**src/rtl/cic_cfg_ctrl.sv**
```systemverilog
// Run-time configuration sequencer for the CIC decimator: validates factor/bypass
// requests, flushes the CIC, applies the new settings and masks the start-up transient.
//
// state     | meaning
// ----------+-----------------------------------------------------------
// ST_RUN    | normal operation, requests accepted, outputs pass through
// ST_FLUSH  | CIC held in reset for FLUSH_CYCLES clocks, samples dropped
// ST_SETTLE | CIC running, first Q*N CIC outputs masked
module cic_cfg_ctrl #(
  parameter int DEC_WIDTH    = 4,
  parameter int Q            = 1,
  parameter int N            = 1,
  parameter int FLUSH_CYCLES = 2,
  parameter int DEF_DEC      = 1,
  parameter bit DEF_BYPASS   = 1'b0
) (
  input  logic               clk_i,
  input  logic               rst_n_i,
  input  logic               cfg_valid_i,
  output logic               cfg_ready_o,
  input  logic [DEC_WIDTH:0] cfg_dec_factor_i,
  input  logic               cfg_bypass_i,
  output logic               cfg_err_o,
  input  logic               in_valid_i,
  output logic               in_drop_o,
  output logic               cic_valid_in_o,
  output logic [DEC_WIDTH:0] cic_dec_factor_o,
  output logic               cic_bypass_o,
  output logic               cic_rst_n_o,
  input  logic               cic_valid_out_i,
  input  logic               cic_overflow_i,
  input  logic               cic_underflow_i,
  output logic               out_valid_o,
  output logic               busy_o,
  output logic               ovf_sticky_o,
  output logic               unf_sticky_o,
  input  logic               sat_clr_i
);

  localparam int DW         = DEC_WIDTH + 1;
  localparam int SETTLE_LEN = Q * N;
  localparam int FCW        = (FLUSH_CYCLES > 1) ? $clog2(FLUSH_CYCLES) : 1;
  localparam int SCW        = (SETTLE_LEN > 0) ? $clog2(SETTLE_LEN + 1) : 1;

  localparam logic [FCW-1:0] FLUSH_LOAD  = FCW'(FLUSH_CYCLES - 1);
  localparam logic [SCW-1:0] SETTLE_LOAD = SCW'(SETTLE_LEN);
  localparam logic [DW-1:0]  DEF_DEC_V   = DW'(DEF_DEC);

  typedef enum logic [1:0] {
    ST_RUN    = 2'd0,
    ST_FLUSH  = 2'd1,
    ST_SETTLE = 2'd2
  } state_e;

  state_e          state_q, state_d;
  logic [FCW-1:0]  flush_cnt_q, flush_cnt_d;
  logic [SCW-1:0]  settle_cnt_q, settle_cnt_d;
  logic [DW-1:0]   dec_q, dec_d;
  logic            byp_q, byp_d;
  logic            flush_q, flush_d;
  logic            err_q, err_d;
  logic            ovf_q, ovf_d;
  logic            unf_q, unf_d;

  logic            accept;
  logic            legal;
  logic            acc_ok;
  logic            acc_bad;

  // Legal factors are exactly the powers of two representable in DW bits.
  assign legal   = $onehot(cfg_dec_factor_i);
  assign accept  = cfg_valid_i & (state_q == ST_RUN);
  assign acc_ok  = accept & legal;
  assign acc_bad = accept & ~legal;

  always_ff @(posedge clk_i or negedge rst_n_i) begin
    if (!rst_n_i) begin
      state_q      <= ST_RUN;
      flush_cnt_q  <= '0;
      settle_cnt_q <= '0;
      dec_q        <= DEF_DEC_V;
      byp_q        <= DEF_BYPASS;
      flush_q      <= 1'b0;
      err_q        <= 1'b0;
      ovf_q        <= 1'b0;
      unf_q        <= 1'b0;
    end else begin
      state_q      <= state_d;
      flush_cnt_q  <= flush_cnt_d;
      settle_cnt_q <= settle_cnt_d;
      dec_q        <= dec_d;
      byp_q        <= byp_d;
      flush_q      <= flush_d;
      err_q        <= err_d;
      ovf_q        <= ovf_d;
      unf_q        <= unf_d;
    end
  end

  always_comb begin
    state_d      = state_q;
    flush_cnt_d  = flush_cnt_q;
    settle_cnt_d = settle_cnt_q;
    dec_d        = dec_q;
    byp_d        = byp_q;
    unique case (state_q)
      ST_RUN: begin
        if (acc_ok) begin
          state_d     = ST_FLUSH;
          flush_cnt_d = FLUSH_LOAD;
          dec_d       = cfg_dec_factor_i;
          byp_d       = cfg_bypass_i;
        end
      end
      ST_FLUSH: begin
        if (flush_cnt_q == '0) begin
          // Bypass has no filter transient, so there is nothing to settle.
          if (byp_q || (SETTLE_LEN == 0)) begin
            state_d = ST_RUN;
          end else begin
            state_d      = ST_SETTLE;
            settle_cnt_d = SETTLE_LOAD;
          end
        end else begin
          flush_cnt_d = flush_cnt_q - FCW'(1);
        end
      end
      ST_SETTLE: begin
        if (cic_valid_out_i) begin
          settle_cnt_d = settle_cnt_q - SCW'(1);
          if (settle_cnt_q <= SCW'(1)) begin
            state_d      = ST_RUN;
            settle_cnt_d = '0;
          end
        end
      end
      default: state_d = ST_RUN;
    endcase
  end

  always_comb begin
    cfg_ready_o    = 1'b0;
    cic_valid_in_o = 1'b0;
    in_drop_o      = 1'b0;
    out_valid_o    = 1'b0;
    busy_o         = 1'b1;
    unique case (state_q)
      ST_RUN: begin
        cfg_ready_o    = 1'b1;
        cic_valid_in_o = in_valid_i;
        out_valid_o    = cic_valid_out_i;
        busy_o         = 1'b0;
      end
      ST_FLUSH: begin
        in_drop_o = in_valid_i;
      end
      ST_SETTLE: begin
        cic_valid_in_o = in_valid_i;
      end
      default: begin
        busy_o = 1'b0;
      end
    endcase
  end

  // A same-cycle set beats both sat_clr and the clear on a legal accept.
  always_comb begin
    flush_d = (state_d == ST_FLUSH);
    err_d   = acc_bad;
    ovf_d   = ovf_q;
    unf_d   = unf_q;
    if (sat_clr_i || acc_ok) begin
      ovf_d = 1'b0;
      unf_d = 1'b0;
    end
    if (out_valid_o && cic_overflow_i) begin
      ovf_d = 1'b1;
    end
    if (out_valid_o && cic_underflow_i) begin
      unf_d = 1'b1;
    end
  end

  assign cic_rst_n_o      = rst_n_i & ~flush_q;
  assign cic_dec_factor_o = dec_q;
  assign cic_bypass_o     = byp_q;
  assign cfg_err_o        = err_q;
  assign ovf_sticky_o     = ovf_q;
  assign unf_sticky_o     = unf_q;

endmodule
```
**config.mk**
```make
export PLATFORM = sky130hd
export DESIGN_NAME = cic_cfg_ctrl
export DESIGN_NICKNAME = d
export VERILOG_FILES = /design/src/rtl/cic_cfg_ctrl.sv
export SDC_FILE = /design/constraint.sdc
export NUM_CORES = 1
export LEC_CHECK = 0
export ABC_AREA = 0
export CAP_MARGIN = 20
export CORE_MARGIN = 1.5
export CORE_UTILIZATION = 44
export DETAILED_ROUTE_END_ITERATION = 10
export GPL_TIMING_DRIVEN = 0
export HOLD_SLACK_MARGIN = 0.15
export PLACE_DENSITY = 0.83
export SYNTH_ARGS = -nofsm -noshare
export SYNTH_HDL_FRONTEND = slang
export SYNTH_SLANG_ARGS = --single-unit
```
**constraint.sdc**
```tcl
create_clock -name clk_i -period 3 [get_ports clk_i]
set_clock_uncertainty 0.1 [all_clocks]
set_input_delay 0.75 -clock clk_i [delete_from_list [all_inputs] [get_ports clk_i]]
set_output_delay 0.75 -clock clk_i [all_outputs]
set_load 0.02 [all_outputs]
```
==> impl_summary.log, run 1 <==
[metrics] outcome: finished clean
[metrics] total via count after detailed routing: 588
[metrics] cell count after synthesis: 62
[metrics] top cell type's share of synthesized area: 42.70%
[metrics] max-cap viol count: 0
[metrics] Final Max Slew Viols: 0
[metrics] endpoint of the worst register-to-register path: cic_bypass_o
[metrics] peak ir drop on the vdd network: 0.5116 mV
[metrics] routed vias/inst: 5.345
[metrics] non-filler cells, final: 110
[metrics] fraction of layout instances using a drive strength above 1: 23.40%
[metrics] cell area after layout: 1061 sq um
[metrics] Initial Util: 46.68%
[metrics] synthesized net count: 83
[metrics] endpoint required time on the critical path: 3.10 ns
[metrics] DRC violation total after the first TritonRoute iteration: 12
[metrics] routed wire length: 1521 um
[metrics] detailed-placement wirelength estimate: 1179 um
[metrics] DRC violations left: 0
[metrics] count of nets after finishing: 116
[metrics] Die Height: 42.98 um
[metrics] Most used DFF post-synth: sky130_fd_sc_hd__dfrtp_1
[metrics] die area: 1847 sq um
[metrics] Min Clock Period, post-route: 2.961 ns
[metrics] transition time of the tightest slew-check pin: 0.3600 ns
[metrics] routability congestion estimate from global placement: 0.7682
[metrics] Placement Rows: 14
[metrics] origin of the critical flop-to-flop path: state_q[0]
[metrics] met2 usage in global routing: 30.00%
[metrics] global-route congestion overflow total: 0
[metrics] die width: 42.98 um
[metrics] number of antenna violations at the first check in global routing: 0
[metrics] layout-stage area growth over the synthesis result: 50.89%
[metrics] sequential share of the synthesized area: 46.44%
[metrics] total clock buffers created by CTS: 3
[metrics] busiest layer in global routing: met2
[metrics] RSZ-0062 raised after global routing: true
[metrics] global-route met1 utilization: 20.22%
[metrics] flip-flop and latch count after synthesis: 13
[metrics] Cell variety after synth: 20
[metrics] CTS Hold Buffers Added: 0
[metrics] total area of multi-input combinational cells: 362.8 sq um
[metrics] most frequent cells after synthesis: 12 x sky130_fd_sc_hd__dfrtp_1, 10 x sky130_fd_sc_hd__inv_1, 6 x sky130_fd_sc_hd__mux2_2, 5 x sky130_fd_sc_hd__ha_1, 4 x sky130_fd_sc_hd__and2_1
[metrics] cell with the most instances after synthesis: sky130_fd_sc_hd__dfrtp_1
[metrics] tightest slew margin relative to the limit: 76.00%
[metrics] startpoint type of the worst setup path: input pin
[metrics] H-tree Lvls: 1
[metrics] final hold vios: 0
[metrics] TritonCTS clock tree: built
[metrics] post-route fraction of the period consumed by the critical path: 98.71%
[metrics] largest buffer count on any clock path: 2
[metrics] antenna fix cells: 0
[metrics] number of global-route vias before repair: 581
[metrics] number of failing setup endpoints in the final timing report: 0
[metrics] DRT antenna net count: 0
[metrics] maximum number of pins on one net before global-route repair: 15
[metrics] number of top-level pins: 29
[metrics] drt first pass iters: 4
[metrics] grt met3 use: 8.085%
[metrics] Worst-Skew Late Latency: 0.28 ns
[metrics] pre-CTS setup slack: -0.6847 ns
[metrics] routed wirelength normalized by instance count: 13.83 um
[metrics] sequential cell area in the final layout: 326.6 sq um
[metrics] Synthesis Warnings: 0
[metrics] number of cells on the worst reg-to-reg path: 5
[metrics] core region area: 1506 sq um
[metrics] global-route wire length before repair: 2470 um
[metrics] filler cell count: 107
[metrics] cell total after placement: 106
[metrics] post-layout total power: 0.9032 mW
[metrics] leak pwr: 0.4904 nW
[metrics] largest area contributor in the netlist: sky130_fd_sc_hd__dfrtp_1
[metrics] area of the mapped netlist: 703.2 sq um
[metrics] maximum clock frequency: 337.7 MHz
[metrics] Placement Cell Area: 1006 sq um
[metrics] Power per Cell Area: 851.3 nW/um^2
[metrics] worst setup slack after layout: 0.03867 ns
[metrics] asr flop ratio synth: 100.0%
[metrics] overall routing resource usage: 19.27%
[metrics] maximum fanout encountered on the critical timing path: 2
[metrics] WP data arrival: 3.06 ns
[metrics] number of sinks handled by clock tree synthesis: 13
[metrics] kind of critical path: in2reg
[metrics] path class of the lowest-slack min-delay path: in2async
[metrics] Final Core Density: 70.43%
[metrics] Mean Syn Cell Area: 11.34 sq um
[metrics] count of flip-flops with a built-in enable after synthesis: 0
[metrics] endpoint type of the worst setup path: register
[metrics] Area contributors post-synth: sky130_fd_sc_hd__dfrtp_1 43%, sky130_fd_sc_hd__mux2_2 9.6%, sky130_fd_sc_hd__ha_1 8.9%, sky130_fd_sc_hd__fa_1 5.7%, sky130_fd_sc_hd__inv_1 5.3%
[metrics] Worst R2R Setup Slack: 1.22 ns
[metrics] clock slew at the register clock pins of the worst setup and hold paths: 0.08 ns
[metrics] count of buffers from port buffering: 28
[metrics] CTS root buffer: sky130_fd_sc_hd__clkbuf_4
## per-stage QoR
| stage | TNS (ns) | hold slack [ns] |
|---|---|---|
| 2_1_floorplan | -0.02518 | 0.3544 |
| 3_3_place_gp | -6.838 | 0.3830 |
| 3_5_place_dp | -7.386 | 0.3840 |
| 4_1_cts | -0.008931 | 0.4091 |
| 5_1_grt | -0.0009852 | 0.2565 |
| 6_report | 0 | 0.2487 |
## area by class of cell
class | count | share of cell area [%]
Multi-Input combinational cell | 39 | 34.20
Sequential cell | 13 | 30.78
Timing Repair Buffer | 28 | 26.89
Tap cell | 16 | 1.887
Inverter | 10 | 3.774
Clock buffer | 4 | 2.476
## worst max-delay path by stage
stage | start | slack (ns) | endpoint
floorplan | cfg_dec_factor_i[3] | -0.03 | flush_q
global placement | cfg_dec_factor_i[3] | -0.64 | cic_dec_factor_o[3]
detailed placement | cfg_dec_factor_i[3] | -0.68 | cic_dec_factor_o[3]
CTS | cfg_dec_factor_i[0] | -0.009 | flush_q
global route | cfg_dec_factor_i[3] | -0.001 | flush_q
finish | cfg_dec_factor_i[3] | 0.04 | flush_q
## layout by cell type, fill, tap and decap left out, drive strengths merged, types with 3 or more instances in the layout
master         instances
buf                    3
clkdlybuf4s50         23
ha                     5
dfrtp                 12
and2                   4
a21oi                  3
nand2                  3
mux2                   6
inv                   10
clkbuf                 5
## what timing repair did
item                                    CTS  global route
pin swaps                                 5             6
buffers inserted                          0             0
endpoints found under the setup margin   13             2
gates resized for setup                  23             5
## layer usage
| metal | part of all wire, % | up-vias | wire length (um) |
|---|---|---|---|
| met2 | 53 | 23 | 806 |
| met5 | 0 | - | 0 |
| li1 | - | 276 | - |
| met4 | 3.0 | 0 | 46 |
| met3 | 5.5 | 6 | 83 |
| met1 | 38 | 283 | 585 |
## flip-flops by register name, summed over array words and instances (netlist names)
name              flops
ovf_sticky_o          1
unf_sticky_o          1
cic_bypass_o          1
flush_cnt_q           1
state_q               2
cic_dec_factor_o      5
cfg_err_o             1
flush_q               1
## critical path, cell delays in order
cell,delay [ns]
sky130_fd_sc_hd__buf_8,0.08
sky130_fd_sc_hd__inv_4,0.03
sky130_fd_sc_hd__fa_1,0.48
sky130_fd_sc_hd__fa_2,0.34
sky130_fd_sc_hd__inv_2,0.07
sky130_fd_sc_hd__ha_4,0.20
sky130_fd_sc_hd__or4b_4,0.53
sky130_fd_sc_hd__a222oi_1,0.36
sky130_fd_sc_hd__a2bb2oi_1,0.21
## kinds of logic (layout without fill, tap and decap cells)
group / count (synthesis) / in the layout / synth area share [%]
and+or+nand+nor: 16 / 16 / 13.17
adders and majority gates: 7 / 7 / 14.59
DFF: 13 / 13 / 46.44
buffers and inverters: 10 / 42 / 5.339
AOI/OAI and AO/OA: 10 / 10 / 10.86
muxes: 6 / 6 / 9.608
## report_power, final
group | total (mW) | internal [mW] | switching (mW)
combinational | 0.493 | 0.256 | 0.237
clock | 0.111 | 0.0517 | 0.0597
sequential | 0.299 | 0.253 | 0.0464
Note: power is estimated with default switching activity, not from simulation.
==> run 2, diff against run 1 <==
--- a/config.mk
+++ b/config.mk
@@ -9,6 +9,7 @@
 export CAP_MARGIN = 20
 export CORE_MARGIN = 1.5
 export CORE_UTILIZATION = 44
+export CTS_CLUSTER_SIZE = 30
 export DETAILED_ROUTE_END_ITERATION = 10
 export GPL_TIMING_DRIVEN = 0
 export HOLD_SLACK_MARGIN = 0.15
==> results of run 2 <==
Final layout, timing and power as in run 1 (identical DEF).
==> run 3, diff against run 2 <==
--- a/config.mk
+++ b/config.mk
@@ -7,13 +7,15 @@
 export LEC_CHECK = 0
 export ABC_AREA = 0
 export CAP_MARGIN = 20
+export CELL_PAD_IN_SITES_DETAIL_PLACEMENT = 0
+export CELL_PAD_IN_SITES_GLOBAL_PLACEMENT = 1
 export CORE_MARGIN = 1.5
-export CORE_UTILIZATION = 44
+export CORE_UTILIZATION = 33
 export CTS_CLUSTER_SIZE = 30
 export DETAILED_ROUTE_END_ITERATION = 10
-export GPL_TIMING_DRIVEN = 0
 export HOLD_SLACK_MARGIN = 0.15
-export PLACE_DENSITY = 0.83
+export PLACE_DENSITY = 0.82
+export SLEW_MARGIN = 0
 export SYNTH_ARGS = -nofsm -noshare
 export SYNTH_HDL_FRONTEND = slang
 export SYNTH_SLANG_ARGS = --single-unit
==> run 3 against run 2 <==
Design area increased by 5.3%; core utilization shrank 14 points; fmax grew 1.8%; global-route usage decreased by 5.2 points; die area rose by 31%; cell count grew 15%; wire length down 3.5%; total power grew 0.35%; sequential share of layout area fell by 1.6 points; non-clock buffer count increased by 6; count of clock-buffer cells in the layout unchanged; largest power group unchanged; highest routed layer unchanged.
==> impl_summary.log, run 3 (synthesis results as in run 1) <==
[metrics] total clock buffers created by CTS: 3
[metrics] Hold Path Origin: unf_sticky_o
[metrics] routability congestion estimate from global placement: 0.7327
[metrics] CP peak stage delay: 0.50 ns
[metrics] Worst-Skew Late Latency: 0.28 ns
[metrics] most frequent cells in the layout: 25 x sky130_fd_sc_hd__clkdlybuf4s50_1, 12 x sky130_fd_sc_hd__dfrtp_1, 6 x sky130_fd_sc_hd__inv_1, 6 x sky130_fd_sc_hd__mux2_2, 6 x sky130_fd_sc_hd__buf_4
[metrics] number of antenna violations at the first check in global routing: 0
[metrics] Placement Rows: 16
[metrics] H-tree Lvls: 1
[metrics] number of global-route vias before repair: 591
[metrics] clock slew at the register clock pins of the worst setup and hold paths: 0.08 ns
[metrics] maximum fanout encountered on the critical timing path: 4
[metrics] Die Height: 49.16 um
[metrics] DRC violations left: 0
[metrics] number of failing setup endpoints in the final timing report: 0
[metrics] RSZ-0062 raised after global routing: true
[metrics] path class of the lowest-slack min-delay path: reg2reg
[metrics] layout-stage area growth over the synthesis result: 58.90%
[metrics] detailed-placement wirelength estimate: 1159 um
[metrics] endpoint type of the worst setup path: register
[metrics] overall routing resource usage: 14.03%
[metrics] Min Clock Period, post-route: 2.909 ns
[metrics] startpoint type of the worst setup path: input pin
[metrics] core region area: 1982 sq um
[metrics] maximum clock frequency: 343.7 MHz
[metrics] family with the most delay on the worst path: adder cells
[metrics] maximum number of pins on one net before global-route repair: 14
[metrics] max-cap viol count: 0
[metrics] worst hold-check slack: 0.4034 ns
[metrics] antenna fix cells: 0
[metrics] count of buffers from port buffering: 28
[metrics] Initial Util: 35.48%
[metrics] peak ir drop on the vdd network: 0.4903 mV
[metrics] routed vias/inst: 4.551
[metrics] Final Max Slew Viols: 0
[metrics] largest buffer count on any clock path: 2
[metrics] outcome: finished clean
[metrics] post-route fraction of the period consumed by the critical path: 96.98%
[metrics] number of top-level pins: 29
[metrics] WP data arrival: 2.98 ns
[metrics] CTS root buffer: sky130_fd_sc_hd__clkbuf_4
[metrics] pre-CTS setup slack: -0.6607 ns
[metrics] endpoint of the worst register-to-register path: cic_bypass_o
[metrics] endpoint with the worst hold slack: unf_sticky_o
[metrics] kind of critical path: in2reg
[metrics] CTS Hold Buffers Added: 0
[metrics] total via count after detailed routing: 578
[metrics] global-route wire length before repair: 2553 um
[metrics] count of nets after finishing: 122
[metrics] Worst R2R Setup Slack: 1.22 ns
[metrics] leak pwr: 0.5105 nW
[metrics] global-route congestion overflow total: 0
[metrics] die area: 2417 sq um
[metrics] DRC violation total after the first TritonRoute iteration: 7
[metrics] Power per Cell Area: 811.2 nW/um^2
[metrics] DRT antenna net count: 0
[metrics] routed wirelength normalized by instance count: 11.56 um
[metrics] transition time of the tightest slew-check pin: 0.3722 ns
[metrics] final hold vios: 0
[metrics] die width: 49.16 um
[metrics] origin of the critical flop-to-flop path: state_q[0]
[metrics] worst setup slack after layout: 0.09051 ns
[metrics] tightest slew margin relative to the limit: 75.18%
[metrics] drt first pass iters: 4
[metrics] highest-delay cell along the critical path: sky130_fd_sc_hd__fa_1
[metrics] TritonCTS clock tree: built
[metrics] number of cells on the worst reg-to-reg path: 5
[metrics] endpoint required time on the critical path: 3.07 ns
[metrics] Largest register FFs: 5
[metrics] worst hold path cell count: 1
[metrics] most frequent standard cell in the layout excluding fill and tap cells: sky130_fd_sc_hd__clkdlybuf4s50_1
[metrics] cell type with the highest occurrence count on the critical path: sky130_fd_sc_hd__buf_4
[metrics] number of sinks handled by clock tree synthesis: 13
[metrics] worst path buffer plus inverter count: 5
[metrics] routed wire length: 1468 um
[metrics] filler cell count: 181
[metrics] cells along the critical path: buf_8, inv_4, fa_1, fa_2, inv_2, ha_4, buf_4, nor3_1, buf_4, and2_1, mux2_2
[metrics] fraction of layout instances using a drive strength above 1: 26.00%
run 3: stage by stage:
| step | setup TNS, ns | total power, mW | std cells | utilization, % | instance area (sq um) |
|---|---|---|---|---|---|
| floorplan | -0.02518 | 0.5669 | 62 | - | 705.7 |
| global placement | -4.621 | 0.7849 | 122 | 53.35 | 1057 |
| detailed placement | -5.028 | 0.7914 | 122 | 53.35 | 1057 |
| CTS | -0.02645 | 0.9080 | 126 | 55.37 | 1097 |
| global route | -0.01017 | 0.9677 | 127 | 56.38 | 1117 |
| finish | 0 | 0.9064 | 127 | 56.38 | 1117 |
run 3: worst max path at each step:
stage	startpoint	endpoint	slack [ns]	depth (start not counted)
after floorplan	cfg_dec_factor_i[3]	flush_q	-0.03	8
after global placement	cfg_dec_factor_i[3]	flush_q	-0.58	9
after detailed placement	cfg_dec_factor_i[3]	flush_q	-0.66	9
after CTS	cfg_dec_factor_i[0]	flush_q	-0.03	9
after global routing	cfg_dec_factor_i[3]	flush_q	-0.01	9
final	cfg_dec_factor_i[3]	cic_bypass_o	0.09	11
run 3: area by class of cell:
type,count,area [sq um],area share (%)
Tap cell,27,33.78,3.024
Sequential cell,13,326.6,29.23
Multi-Input combinational cell,39,357.8,32.03
Timing Repair Buffer,34,332.8,29.79
Inverter,10,40.04,3.583
Clock buffer,4,26.28,2.352
run 3: report_power, final:
part           internal, mW  switching, mW  leakage, nW
logic                 0.270          0.234        0.336
registers             0.253         0.0428        0.160
clock network        0.0516         0.0551       0.0150
run 3: worst reg2reg max path, stage by stage, from the launching register on:
cell	delay, ns
sky130_fd_sc_hd__dfrtp_1	0.41
sky130_fd_sc_hd__inv_1	0.11
sky130_fd_sc_hd__ha_1	0.29
sky130_fd_sc_hd__and2_1	0.23
sky130_fd_sc_hd__and2_1	0.20
sky130_fd_sc_hd__mux2_2	0.34
run 3: per-layer routing:
metal / vias to the layer above / GRT usage, % / share of wire (%)
met5: - / 0 / 0
met4: 0 / 2.857 / 0.54
met3: 2 / 6.135 / 5.9
met2: 20 / 23.42 / 51
met1: 271 / 16.70 / 42
li1: 285 / - / -
run 3: timing repair:
item / CTS / global route
pin swaps: 5 / 6
setup endpoints to repair: 10 / 2
buffers inserted: 0 / 1
gates resized for setup: 20 / 3
